[src/rtl/univ_shift_reg.sv]
// Universal WIDTH-bit shift register: hold, shift, rotate, load and clear, with a word-complete pulse.
// Optional feature macro USR_ARITH_SHIFT_EN turns mode 7 into an arithmetic shift right.
module univ_shift_reg #(
    parameter int WIDTH = 8,
    parameter int CW    = $clog2(WIDTH)
) (
    input  logic             clk,
    input  logic             reset,
    input  logic             clk_en,
    input  logic [2:0]       mode,
    input  logic             sin_msb,
    input  logic             sin_lsb,
    input  logic [WIDTH-1:0] load_data,
    output logic [WIDTH-1:0] q,
    output logic             sout_lsb,
    output logic             sout_msb,
    output logic [CW-1:0]    count,
    output logic             word_done
);

    typedef enum logic [2:0] {
        MODE_HOLD  = 3'd0,
        MODE_SHR   = 3'd1,
        MODE_SHL   = 3'd2,
        MODE_ROR   = 3'd3,
        MODE_ROL   = 3'd4,
        MODE_LOAD  = 3'd5,
        MODE_CLEAR = 3'd6,
        MODE_ASR   = 3'd7
    } modeOp_e;

    modeOp_e          modeSel;
    logic [WIDTH-1:0] shiftReg_q, shiftReg_d;
    logic [CW-1:0]    count_q, count_d;
    logic             wordDone_q, wordDone_d;
    logic             isShift;
    logic             restartCount;

    assign modeSel = modeOp_e'(mode);

    always_comb begin
        shiftReg_d   = shiftReg_q;
        isShift      = 1'b0;
        restartCount = 1'b0;
        if (clk_en) begin
            case (modeSel)
                MODE_SHR: begin
                    shiftReg_d = {sin_msb, shiftReg_q[WIDTH-1:1]};
                    isShift    = 1'b1;
                end
                MODE_SHL: begin
                    shiftReg_d = {shiftReg_q[WIDTH-2:0], sin_lsb};
                    isShift    = 1'b1;
                end
                MODE_ROR: begin
                    shiftReg_d = {shiftReg_q[0], shiftReg_q[WIDTH-1:1]};
                    isShift    = 1'b1;
                end
                MODE_ROL: begin
                    shiftReg_d = {shiftReg_q[WIDTH-2:0], shiftReg_q[WIDTH-1]};
                    isShift    = 1'b1;
                end
                MODE_LOAD: begin
                    shiftReg_d   = load_data;
                    restartCount = 1'b1;
                end
                MODE_CLEAR: begin
                    shiftReg_d   = '0;
                    restartCount = 1'b1;
                end
`ifdef USR_ARITH_SHIFT_EN
                MODE_ASR: begin
                    shiftReg_d = {shiftReg_q[WIDTH-1], shiftReg_q[WIDTH-1:1]};
                    isShift    = 1'b1;
                end
`endif
                default: begin
                    shiftReg_d = shiftReg_q;
                end
            endcase
        end
    end

    // The pulse request defaults low, so word_done self-clears even while clk_en is low.
    always_comb begin
        count_d    = count_q;
        wordDone_d = 1'b0;
        if (restartCount) begin
            count_d = '0;
        end else if (isShift) begin
            if (count_q == CW'(WIDTH - 1)) begin
                count_d    = '0;
                wordDone_d = 1'b1;
            end else begin
                count_d = count_q + CW'(1);
            end
        end
    end

    always_ff @(posedge clk) begin
        if (!reset) begin
            shiftReg_q <= '0;
            count_q    <= '0;
            wordDone_q <= 1'b0;
        end else begin
            shiftReg_q <= shiftReg_d;
            count_q    <= count_d;
            wordDone_q <= wordDone_d;
        end
    end

    assign q         = shiftReg_q;
    assign sout_lsb  = shiftReg_q[0];
    assign sout_msb  = shiftReg_q[WIDTH-1];
    assign count     = count_q;
    assign word_done = wordDone_q;

endmodule

[config.mk]
export PLATFORM = sky130hd
export DESIGN_NAME = univ_shift_reg
export DESIGN_NICKNAME = d
export VERILOG_FILES = /design/src/rtl/univ_shift_reg.sv
export SDC_FILE = /design/constraint.sdc
export NUM_CORES = 1
export LEC_CHECK = 0
export CAP_MARGIN = 15
export CORE_MARGIN = 8
export CORE_UTILIZATION = 40
export DETAILED_ROUTE_END_ITERATION = 8
export GPL_TIMING_DRIVEN = 0
export PLACE_DENSITY = 0.69
export RECOVER_POWER = 100
export SLEW_MARGIN = 20
export SYNTH_ARGS = -nofsm -noshare
export SYNTH_HDL_FRONTEND = slang
export SYNTH_SLANG_ARGS = --single-unit
[constraint.sdc]
create_clock -name clk -period 1.95 [get_ports clk]
set_input_delay 0.585 -clock clk [delete_from_list [all_inputs] [get_ports clk]]
set_output_delay 0.585 -clock clk [all_outputs]
set_load 0.02 [all_outputs]
Word-level counts from Yosys, hierarchy flattened
Cells that the tools add are included.
{"block": "totals", "reg_bits": 12, "inputBits": 16, "out_inout_bits": 14}
{"block": "op_classes", "addsub": 1, "n_eq_ne": 7, "mux": 7, "bitwise": 2, "reduce_logical": 6}
{"op": "case mux 8 bit (6 select lines)", "n": 1}
{"op": "== test 3 bit (second input constant)", "n": 4}
{"op": "== test 3 x 2 -> 1 bit (second input constant)", "n": 2}
{"op": "nonzero test 6 bit", "n": 1}
{"op": "two-way mux 1 bit", "n": 5}
{"op": "OR reduction 2 bit", "n": 2}
{"op": "OR reduction 4 bit", "n": 1}
{"op": "adder 3 x 1 -> 3 bit (second input constant)", "n": 1}
{"op": "== test 3 x 1 -> 1 bit (second input constant)", "n": 1}
{"op": "two-way mux 3 bit", "n": 1}
{"op": "OR reduction 3 bit", "n": 1}
{"op": "inverter 1 bit", "n": 2}
{"op": "AND reduction 2 bit", "n": 1}

Depth between registers and ports, before layout
Gate-level depths: netlist of the first run.
{"block": "depth", "depth_word": 6, "ltp_mapped": 5}

Worst setup path after synthesis of the first run
Ideal clock, no wire load.
{"block": "synth_path", "kind": "input-to-reg", "start": "input port mode[0]", "end": "register count_q[0], in the netlist count[0]", "setup_time_ns": 0.127, "t_arrival_ns": 1.344, "t_required_ns": 1.823, "slack_ns": 0.479, "cell_stages": 5, "path_cell_list": "buf_4 -> buf_2 -> o21a_1 -> o31ai_1 -> a21oi_1"}
{"block": "synth_via", "elab_chain_cells": 5}
{"item": "start: declaration", "line": "10", "source": "input logic [2:0] mode,"}
{"item": "== test 3 bit", "line": "46", "source": "case (modeSel)"}
{"item": "OR reduction 2 bit (no line)"}
{"item": "two-way mux 1 bit", "line": "46"}
{"item": "two-way mux 1 bit", "line": "45", "source": "if (clk_en) begin"}
{"item": "OR reduction 2 bit (no line)"}
{"item": "end signal: assignment", "line": "107", "source": "count_q <= count_d;"}
{"item": "end: declaration", "line": "34", "source": "logic [CW-1:0] count_q, count_d;"}
Parallel ways exist; a longest one is shown, timed or not.
A chain may end at the register's enable or synchronous reset.

Worst setup path in the final report of the first run
{"block": "layout_path", "start": "register shiftReg_q[7], in the netlist q[7]", "end": "output port sout_msb"}
{"item": "start: declaration", "line": "33", "source": "logic [WIDTH-1:0] shiftReg_q, shiftReg_d;"}
{"item": "start signal: assignment", "line": "106", "source": "shiftReg_q <= shiftReg_d;"}
{"item": "end: declaration", "line": "16", "source": "output logic sout_msb,"}
No word-level cell between the ends.

==> results of run 1 <==
cells in the mapped netlist, types with 3 or more instances:
library cell	number	area, sq um
nor2_1	4	15.0
nand4_1	5	31.3
dfxtp_1	12	240
o21ai_1	3	15.0
o21ai_0	8	40.0
a221oi_1	6	52.6
nand2_1	3	11.3
a21oi_1	3	15.0
o31ai_1	7	52.6
o221a_1	7	78.8
buf_4	5	37.5
inv_1	7	26.3
power by group:
| group | switching, W | total [W] | leakage (nW) | internal, W |
|---|---|---|---|---|
| combinational | 0.000111 | 0.000217 | 0.326 | 0.000106 |
| sequential | 0.0000154 | 0.000276 | 0.0985 | 0.000261 |
| clock | 0.0000855 | 0.000199 | 0.0210 | 0.000113 |
| total | 0.000212 | 0.000692 | 0.446 | 0.000480 |
placed cells by master, fill, tap and decap left out, types with 3 or more instances in the layout:
master,Yosys,routed
a21oi_1,3,3
clkdlybuf4s50_1,0,23
o21ai_0,8,8
nor2_1,4,4
a221oi_1,6,6
o31ai_1,7,7
dfxtp_1,12,12
inv_1,7,7
buf_4,5,4
clkbuf_4,0,5
o21ai_1,3,3
nand4_1,5,5
nand2_1,3,3
o221a_1,7,7
stage by stage:
step / total power, W / cell area (sq um) / utilization / TNS, ps / cells
6_report: 0.000692 / 1190 / 0.600 / 0 / 157
5_1_grt: 0.000736 / 1190 / 0.600 / 0 / 157
4_1_cts: 0.000698 / 1190 / 0.602 / 0 / 157
3_5_place_dp: 0.000501 / 1160 / 0.585 / -1910 / 153
3_3_place_gp: 0.000499 / 1160 / 0.585 / -1800 / 153
2_1_floorplan: 0.000408 / 856 / - / 0 / 99
layout make-up:
cell class | count | area [sq um] | area share
buffer | 11 | 73.8 | 0.0620
sequential | 12 | 240 | 0.202
clock buffer | 4 | 36.3 | 0.0305
multi-input combinational | 69 | 518 | 0.435
tap | 27 | 33.8 | 0.0284
inverter | 7 | 26.3 | 0.0221
timing repair buffer | 27 | 262 | 0.220
kinds of logic after synthesis:
kind of cell / share of synthesized area
AO/OA/AOI/OAI: 0.354
XOR/XNOR: 0.0292
adder cells (fa/ha/maj): 0.0292
buffers and inverters: 0.121
flip-flops: 0.281
AND/OR/NAND/NOR: 0.186
routing by layer:
| metal | GRT usage | vias to the layer above | wire, um |
|---|---|---|---|
| met5 | 0 | - | 0 |
| met4 | 0.0598 | 0 | 14 |
| met3 | 0.0269 | 2 | 136 |
| met2 | 0.201 | 38 | 1200 |
| met1 | 0.166 | 431 | 1150 |
| li1 | - | 444 | - |
sequential cells by signal (all words and copies together) (netlist names):
| name | flops |
|---|---|
| word_done | 1 |
| count | 3 |
| q | 8 |
path summary, 6_finish.rpt:
kind	endpoint	slack (ps)	cells after the start	startpoint
setup / recovery	sout_msb	50	1	q[7]$_SDFFE_PN0P_
hold / removal	count[1]$_SDFFE_PP0P_	500	2	count[1]$_SDFFE_PP0P_
setup reg to reg	q[0]$_SDFFE_PN0P_	780	3	q[7]$_SDFFE_PN0P_
hold reg to reg	count[1]$_SDFFE_PP0P_	500	2	count[1]$_SDFFE_PP0P_
what timing repair did:
| action | in CTS | in global routing |
|---|---|---|
| resized for setup | 2 | 2 |
| setup endpoints to repair | 2 | 8 |
| hold endpoints to repair | 0 | 0 |
| pin swaps | 0 | 0 |
==> flow_summary.json, run 1 <==
{
  "critPathLaunchType": "register",
  "grt_usage": 0.129,
  "clock-sinks": 12,
  "status": "finished, final reports clean",
  "synth_cell_type_count": 34,
  "gp_congestion": 0.821,
  "ys_seq_area_frac": 0.281,
  "synth-seq-cells": 12,
  "ant_nets": 0,
  "wl_per_cell_um": 16.0,
  "slew_violations": 0,
  "numPortBuffers": 27,
  "pin_count": 30,
  "coreArea_sq_um": 1980,
  "htree_levels": 1,
  "whs_ps": 497,
  "grt_pass1_vias": 919,
  "synth_ff_type": "dfxtp_1",
  "cts_root_buffer": "clkbuf_4",
  "final-setup-viol-count": 0,
  "leakagePower_nw": 0.446,
  "period_share": 0.976,
  "ctsHoldBuffers": 0,
  "slowest_stage": "clkdlybuf4s50_1",
  "die_x_um": 62.3,
  "cp_max_fo": 5,
  "critPathKind": "register to output pin",
  "row_count": 16,
  "start_util": 0.432,
  "clock_skew_ps": 11.9,
  "max-cap-violations": 0,
  "vias": 915,
  "cts_buffer_depth": 2,
  "die_y_um": 62.3,
  "dpl.hpwl_mm": 1.88,
  "fillers": 175,
  "path_clk_slew_ps": 90,
  "fin_ws_ps": 47.0,
  "grt_max_degree": 11,
  "drt-pass1-iter-count": 4,
  "relSlewSlack": 0.690,
  "grt_overflow": 0,
  "avgSynthCellArea_sq_um": 8.64,
  "timing.critical_path.buf_inv": 1,
  "endpoint_kind": "output pin",
  "worstSkewPairLatency_ps": 270,
  "cpLargestDelayFamily": "buffers and inverters",
  "nets": 149,
  "synthesis.area_sq_um": 856,
  "cp.required_ps": 1360,
  "cts_tree": "built",
  "hold_viol_final": 0,
  "area.growth.synth_to_final_pct": 39.0,
  "grt_pass1_wl_mm": 4.26,
  "power.density_nw_per_um2": 581,
  "initialDrtViolationCount": 44,
  "worstPathCellList": "clkdlybuf4s50_1",
  "rsz0062_at_grt": "false",
  "cts_setup_buffers": 0,
  "via_per_inst": 5.83,
  "antennaDiodeCount": 0,
  "irDropWorstVdd_v": 0.000311,
  "async_reset_ff_frac": 0,
  "fin_crit_ps": 1900,
  "critPathMaxStageDelay_ps": 630,
  "worstPathArrival_ps": 1320,
  "max_freq_ghz": 0.525,
  "worst_slew_pin_slew_ps": 465,
  "syn_nets": 117,
  "place_ws_ps": -201,
  "antenna_found_initial": 0,
  "worstHoldPathType": "register to register",
  "drive_above_1_share": 0.131,
  "routed_wl_mm": 2.51,
  "ys_warn_count": 0,
  "synth_edf_count": 0,
  "drc_errors": 0,
  "netlist_instances": 99,
  "cts_made_buffers": 3,
  "die_area_sq_um": 3880
}
(Power assumes the default switching activity.)
==> inputs of run 2 (changes only) <==
--- a/config.mk
+++ b/config.mk
@@ -10,7 +10,7 @@
 export CORE_UTILIZATION = 40
 export DETAILED_ROUTE_END_ITERATION = 8
 export GPL_TIMING_DRIVEN = 0
-export PLACE_DENSITY = 0.69
+export PLACE_DENSITY = 0.72
 export RECOVER_POWER = 100
 export SLEW_MARGIN = 20
 export SYNTH_ARGS = -nofsm -noshare
==> run 2 against run 1 <==
Net effect:
- worst setup slack improved by 0.66 ps
- final cell count fell by 0.64%
- core utilization fell by 1.0 points
- power shrank 6.7%
- non-clock buffer count is the same
- combinational power about the same
- wire length down 1.4%
- sequential share of layout area grew 0.35 points
- critical path type unchanged
==> flow_summary.json, run 2 (synthesized netlist as in run 1, its figures left out) <==
{
  "numPortBuffers": 27,
  "cts_made_buffers": 3,
  "clock-sinks": 12,
  "power.density_nw_per_um2": 552,
  "largest_register_ffs": 8,
  "wl_per_cell_um": 15.8,
  "start_util": 0.432,
  "cts_buffer_depth": 2,
  "coreArea_sq_um": 1980,
  "area.growth.synth_to_final_pct": 36.7,
  "leakagePower_nw": 0.437,
  "hold_viol_final": 0,
  "vias": 922,
  "max_freq_ghz": 0.526,
  "die_y_um": 62.3,
  "dpl_cell_area_sq_um": 1160,
  "final_common_cell": "clkdlybuf4s50_1",
  "ant_nets": 0,
  "endpoint_kind": "output pin",
  "period_share": 0.976,
  "ctsHoldBuffers": 0,
  "grt_overflow": 0,
  "die_x_um": 62.3,
  "finalSetupTns_ps": 0,
  "gp_congestion": 0.817,
  "grt_pass1_wl_mm": 4.20,
  "critPathKind": "register to output pin",
  "die_area_sq_um": 3880,
  "timing.critical_path.buf_inv": 1,
  "layout_common_cells": "clkdlybuf4s50_1 (23), dfxtp_1 (12), o21ai_0 (8)",
  "relSlewSlack": 0.596,
  "cts_setup_buffers": 0,
  "critPathMaxStageDelay_ps": 640,
  "grt_max_degree": 11,
  "drc_errors": 0,
  "fillers": 196,
  "cts_root_buffer": "clkbuf_4",
  "drive_above_1_share": 0.124,
  "dpl.hpwl_mm": 1.85,
  "final-setup-viol-count": 0,
  "worstHoldPathType": "register to register",
  "initialDrtViolationCount": 39,
  "cp_max_fo": 5,
  "post_cts_resized": 2,
  "slowest_stage": "clkdlybuf4s50_1",
  "grt_usage": 0.126,
  "nets": 149,
  "htree_levels": 1,
  "max-cap-violations": 0,
  "status": "finished, final reports clean",
  "fin_crit_ps": 1900,
  "via_per_inst": 5.91,
  "antennaDiodeCount": 0,
  "worstPathCellList": "clkdlybuf4s50_1",
  "antenna_found_initial": 0,
  "worstSkewPairLatency_ps": 270,
  "cp.required_ps": 1360,
  "path_clk_slew_ps": 80,
  "drt-pass1-iter-count": 4,
  "cts_tree": "built",
  "row_count": 16,
  "routed_wl_mm": 2.47,
  "worstPathArrival_ps": 1320,
  "grt_pass1_vias": 904,
  "critPathLaunchType": "register",
  "clock_skew_ps": 4.07,
  "rsz0062_at_grt": "false",
  "worst_slew_pin_slew_ps": 602,
  "slew_violations": 0,
  "pin_count": 30,
  "irDropWorstVdd_v": 0.000333,
  "postLayoutCellArea_sq_um": 1170,
  "cpLargestDelayFamily": "buffers and inverters"
}
[run 2: changes by cell type in the layout (fill, tap and decap cells not counted), sizes merged]
cell  change
buf       -1
[run 2: routing by layer]
layer,track usage,part of all wire
met4,0.0598,0.011
met3,0.0215,0.057
met1,0.166,0.46
met5,0,0
met2,0.194,0.47
[run 2: report_power, final]
group	internal (W)	total (W)	switching, W	leakage (nW)
clock	0.0000714	0.000154	0.0000830	0.0138
sequential	0.000261	0.000276	0.0000156	0.0985
combinational	0.000105	0.000215	0.000110	0.324
total	0.000437	0.000645	0.000208	0.437
[run 2: final timing paths]
path              slack, ps                   from  cells past startpoint               endpoint
setup / recovery         50      q[7]$_SDFFE_PN0P_                      1               sout_msb
setup reg to reg        800      q[7]$_SDFFE_PN0P_                      3      q[0]$_SDFFE_PN0P_
hold reg to reg         510  count[1]$_SDFFE_PP0P_                      2  count[1]$_SDFFE_PP0P_
hold / removal          510  count[1]$_SDFFE_PP0P_                      2  count[1]$_SDFFE_PP0P_
[run 2: metrics by stage]
stage / utilization / total power, W / hold WS, ps / setup WS (ps) / std cells
after floorplan: - / 0.000408 / 564 / 479 / 99
after global placement: 0.585 / 0.000498 / 487 / -189 / 153
after detailed placement: 0.585 / 0.000500 / 495 / -168 / 153
after CTS: 0.595 / 0.000652 / 504 / 37.9 / 156
after global routing: 0.590 / 0.000679 / 538 / 5.52 / 156
final: 0.590 / 0.000645 / 508 / 47.7 / 156
[run 2: cell type report]
| class | count | area [sq um] | share of cell area |
|---|---|---|---|
| multi-input combinational | 69 | 512 | 0.437 |
| buffer | 11 | 73.8 | 0.0631 |
| clock buffer | 3 | 22.5 | 0.0193 |
| tap | 27 | 33.8 | 0.0289 |
| sequential | 12 | 240 | 0.205 |
| inverter | 7 | 26.3 | 0.0225 |
| timing repair buffer | 27 | 262 | 0.224 |
==> inputs of run 3 (changes only) <==
--- a/config.mk
+++ b/config.mk
@@ -7,10 +7,10 @@
 export LEC_CHECK = 0
 export CAP_MARGIN = 15
 export CORE_MARGIN = 8
-export CORE_UTILIZATION = 40
+export CORE_UTILIZATION = 46
 export DETAILED_ROUTE_END_ITERATION = 8
 export GPL_TIMING_DRIVEN = 0
-export PLACE_DENSITY = 0.72
+export PLACE_DENSITY = 0.81
 export RECOVER_POWER = 100
 export SLEW_MARGIN = 20
 export SYNTH_ARGS = -nofsm -noshare
==> run 3 against run 2 <==
Net effect:
- via count rose by 0.54%
- sequential cell count did not move
- fmax decreased by 0.54%
- critical path depth unchanged
- wire length shrank 0.61%
- sequential share of layout area shrank 0.20 points
- die area down 9.8%
- core utilization up 8.6 points
- cell area up 0.96%
- largest power group unchanged
==> flow_summary.json, run 3 (synthesized netlist as in run 1, its figures left out) <==
{
  "hold_depth": 2,
  "largest_register_ffs": 8,
  "htree_levels": 1,
  "die_area_sq_um": 3500,
  "max_freq_ghz": 0.523,
  "p_switching_w": 0.000214,
  "drc_errors": 0,
  "post_cts_resized": 2,
  "grt_overflow": 0,
  "hold_viol_final": 0,
  "power_frac_clock": 0.293,
  "regToRegSetupSlack_ps": 800,
  "layout_common_cells": "clkdlybuf4s50_1 (21), dfxtp_1 (12), o21ai_0 (8)",
  "die_y_um": 59.1,
  "relSlewSlack": 0.687,
  "grt_pass1_vias": 888,
  "via_per_inst": 5.98,
  "dpl_cell_area_sq_um": 1160,
  "min_from": "count[2]$_SDFFE_PP0P_",
  "ctsHoldBuffers": 0,
  "swShare": 0.310,
  "final-setup-viol-count": 0,
  "finalSetupTns_ps": 0,
  "grt_usage": 0.144,
  "critPathMaxStageDelay_ps": 650,
  "clock_skew_ps": 3.90,
  "path_clk_slew_ps": 80,
  "leakagePower_nw": 0.444,
  "cpLargestDelayFamily": "buffers and inverters",
  "seqPwrFrac": 0.398,
  "worst_slew_pin_slew_ps": 469,
  "endpoint_kind": "output pin",
  "cts_setup_buffers": 0,
  "pin_count": 30,
  "irDropWorstVdd_v": 0.000372,
  "rsz0062_at_grt": "false",
  "r2r-start": "q[7]$_SDFFE_PN0P_",
  "postLayoutCellArea_sq_um": 1180,
  "final_common_cell": "clkdlybuf4s50_1",
  "row_count": 15,
  "drt-pass1-iter-count": 4,
  "status": "finished, final reports clean",
  "power.density_nw_per_um2": 586,
  "initialDrtViolationCount": 36,
  "routed_wl_mm": 2.46,
  "slew_violations": 0,
  "hold_end": "count[2]$_SDFFE_PP0P_",
  "critPathKind": "register to output pin",
  "cp.required_ps": 1360,
  "cts_root_buffer": "clkbuf_4",
  "coreArea_sq_um": 1750,
  "cts_tree": "built",
  "drive_above_1_share": 0.131,
  "grt_max_degree": 11,
  "fin_crit_ps": 1910,
  "grt_pass1_wl_mm": 3.95,
  "worstPathArrival_ps": 1330,
  "cts_made_buffers": 3,
  "numPortBuffers": 27,
  "cts_buffer_depth": 2,
  "vias": 927,
  "worstHoldPathType": "register to register",
  "worstPathCellList": "clkdlybuf4s50_1",
  "slowest_stage": "clkdlybuf4s50_1",
  "p_int_w": 0.000478,
  "worstSkewPairLatency_ps": 280,
  "dpl.hpwl_mm": 1.87,
  "timing.rr.end": "q[0]$_SDFFE_PN0P_",
  "area.growth.synth_to_final_pct": 38.0,
  "period_share": 0.981,
  "clock-sinks": 12,
  "max-cap-violations": 0,
  "critPathLaunchType": "register",
  "antenna_found_initial": 0,
  "timing.critical_path.buf_inv": 1,
  "wl_per_cell_um": 15.9,
  "ant_nets": 0,
  "cp_max_fo": 4,
  "start_util": 0.490,
  "antennaDiodeCount": 0,
  "pwr-share-comb": 0.309,
  "r2r_cells": 3,
  "nets": 149,
  "die_x_um": 59.1,
  "gp_congestion": 0.836
}
## run 3: changes by cell type in the layout (fill, tap and decap cells not counted), sizes merged
cell | before | now
clkbuf | 8 | 10
clkdlybuf4s50 | 23 | 21
dlygate4sd3 | 1 | 2
## run 3: layout make-up
cell class                 count  area [sq um]
buffer                        11          73.8
tap                           25          31.3
clock buffer                   4          36.3
timing repair buffer          27           255
inverter                       7          26.3
sequential                    12           240
fill                         154           564
multi-input combinational     69           518
## run 3: metal layers
metal | wire length, um | global-route usage | up-vias | part of all wire
met3 | 143 | 0.0217 | 7 | 0.058
met4 | 74 | 0.0956 | 0 | 0.030
met2 | 1180 | 0.231 | 43 | 0.48
met1 | 1060 | 0.174 | 431 | 0.43
met5 | 0 | 0 | - | 0
li1 | - | - | 446 | -
## run 3: through the flow
| step | std cells | setup slack [ps] | total power, W | hold slack, ps | util |
|---|---|---|---|---|---|
| 2_1_floorplan | 99 | 479 | 0.000408 | 564 | - |
| 3_3_place_gp | 151 | -136 | 0.000497 | 486 | 0.663 |
| 3_5_place_dp | 151 | -196 | 0.000500 | 493 | 0.663 |
| 4_1_cts | 155 | 20.5 | 0.000698 | 503 | 0.682 |
| 5_1_grt | 155 | 7.80 | 0.000727 | 530 | 0.677 |
| 6_report | 155 | 37.3 | 0.000692 | 509 | 0.677 |
## run 3: worst max-delay path by stage
stage,start,to,slack [ps],cells after the start
6_report,count[0]$_SDFFE_PP0P_,count[0],40,1
2_1_floorplan,mode[0],count[0]$_SDFFE_PP0P_,480,5
5_1_grt,count[0]$_SDFFE_PP0P_,count[0],8,1
3_3_place_gp,mode[2],q[7]$_SDFFE_PN0P_,-140,4
4_1_cts,q[0]$_SDFFE_PN0P_,sout_lsb,20,1
3_5_place_dp,mode[2],q[7]$_SDFFE_PN0P_,-200,4
## run 3: power by group through the flow
stage               Combinational, W  Sequential (W)  Clock (W)
floorplan                   0.000111        0.000298          0
global placement            0.000215        0.000281          0
detailed placement          0.000219        0.000282          0
CTS                         0.000217        0.000276   0.000205
global route                0.000231        0.000278   0.000218
finish                      0.000214        0.000276   0.000202
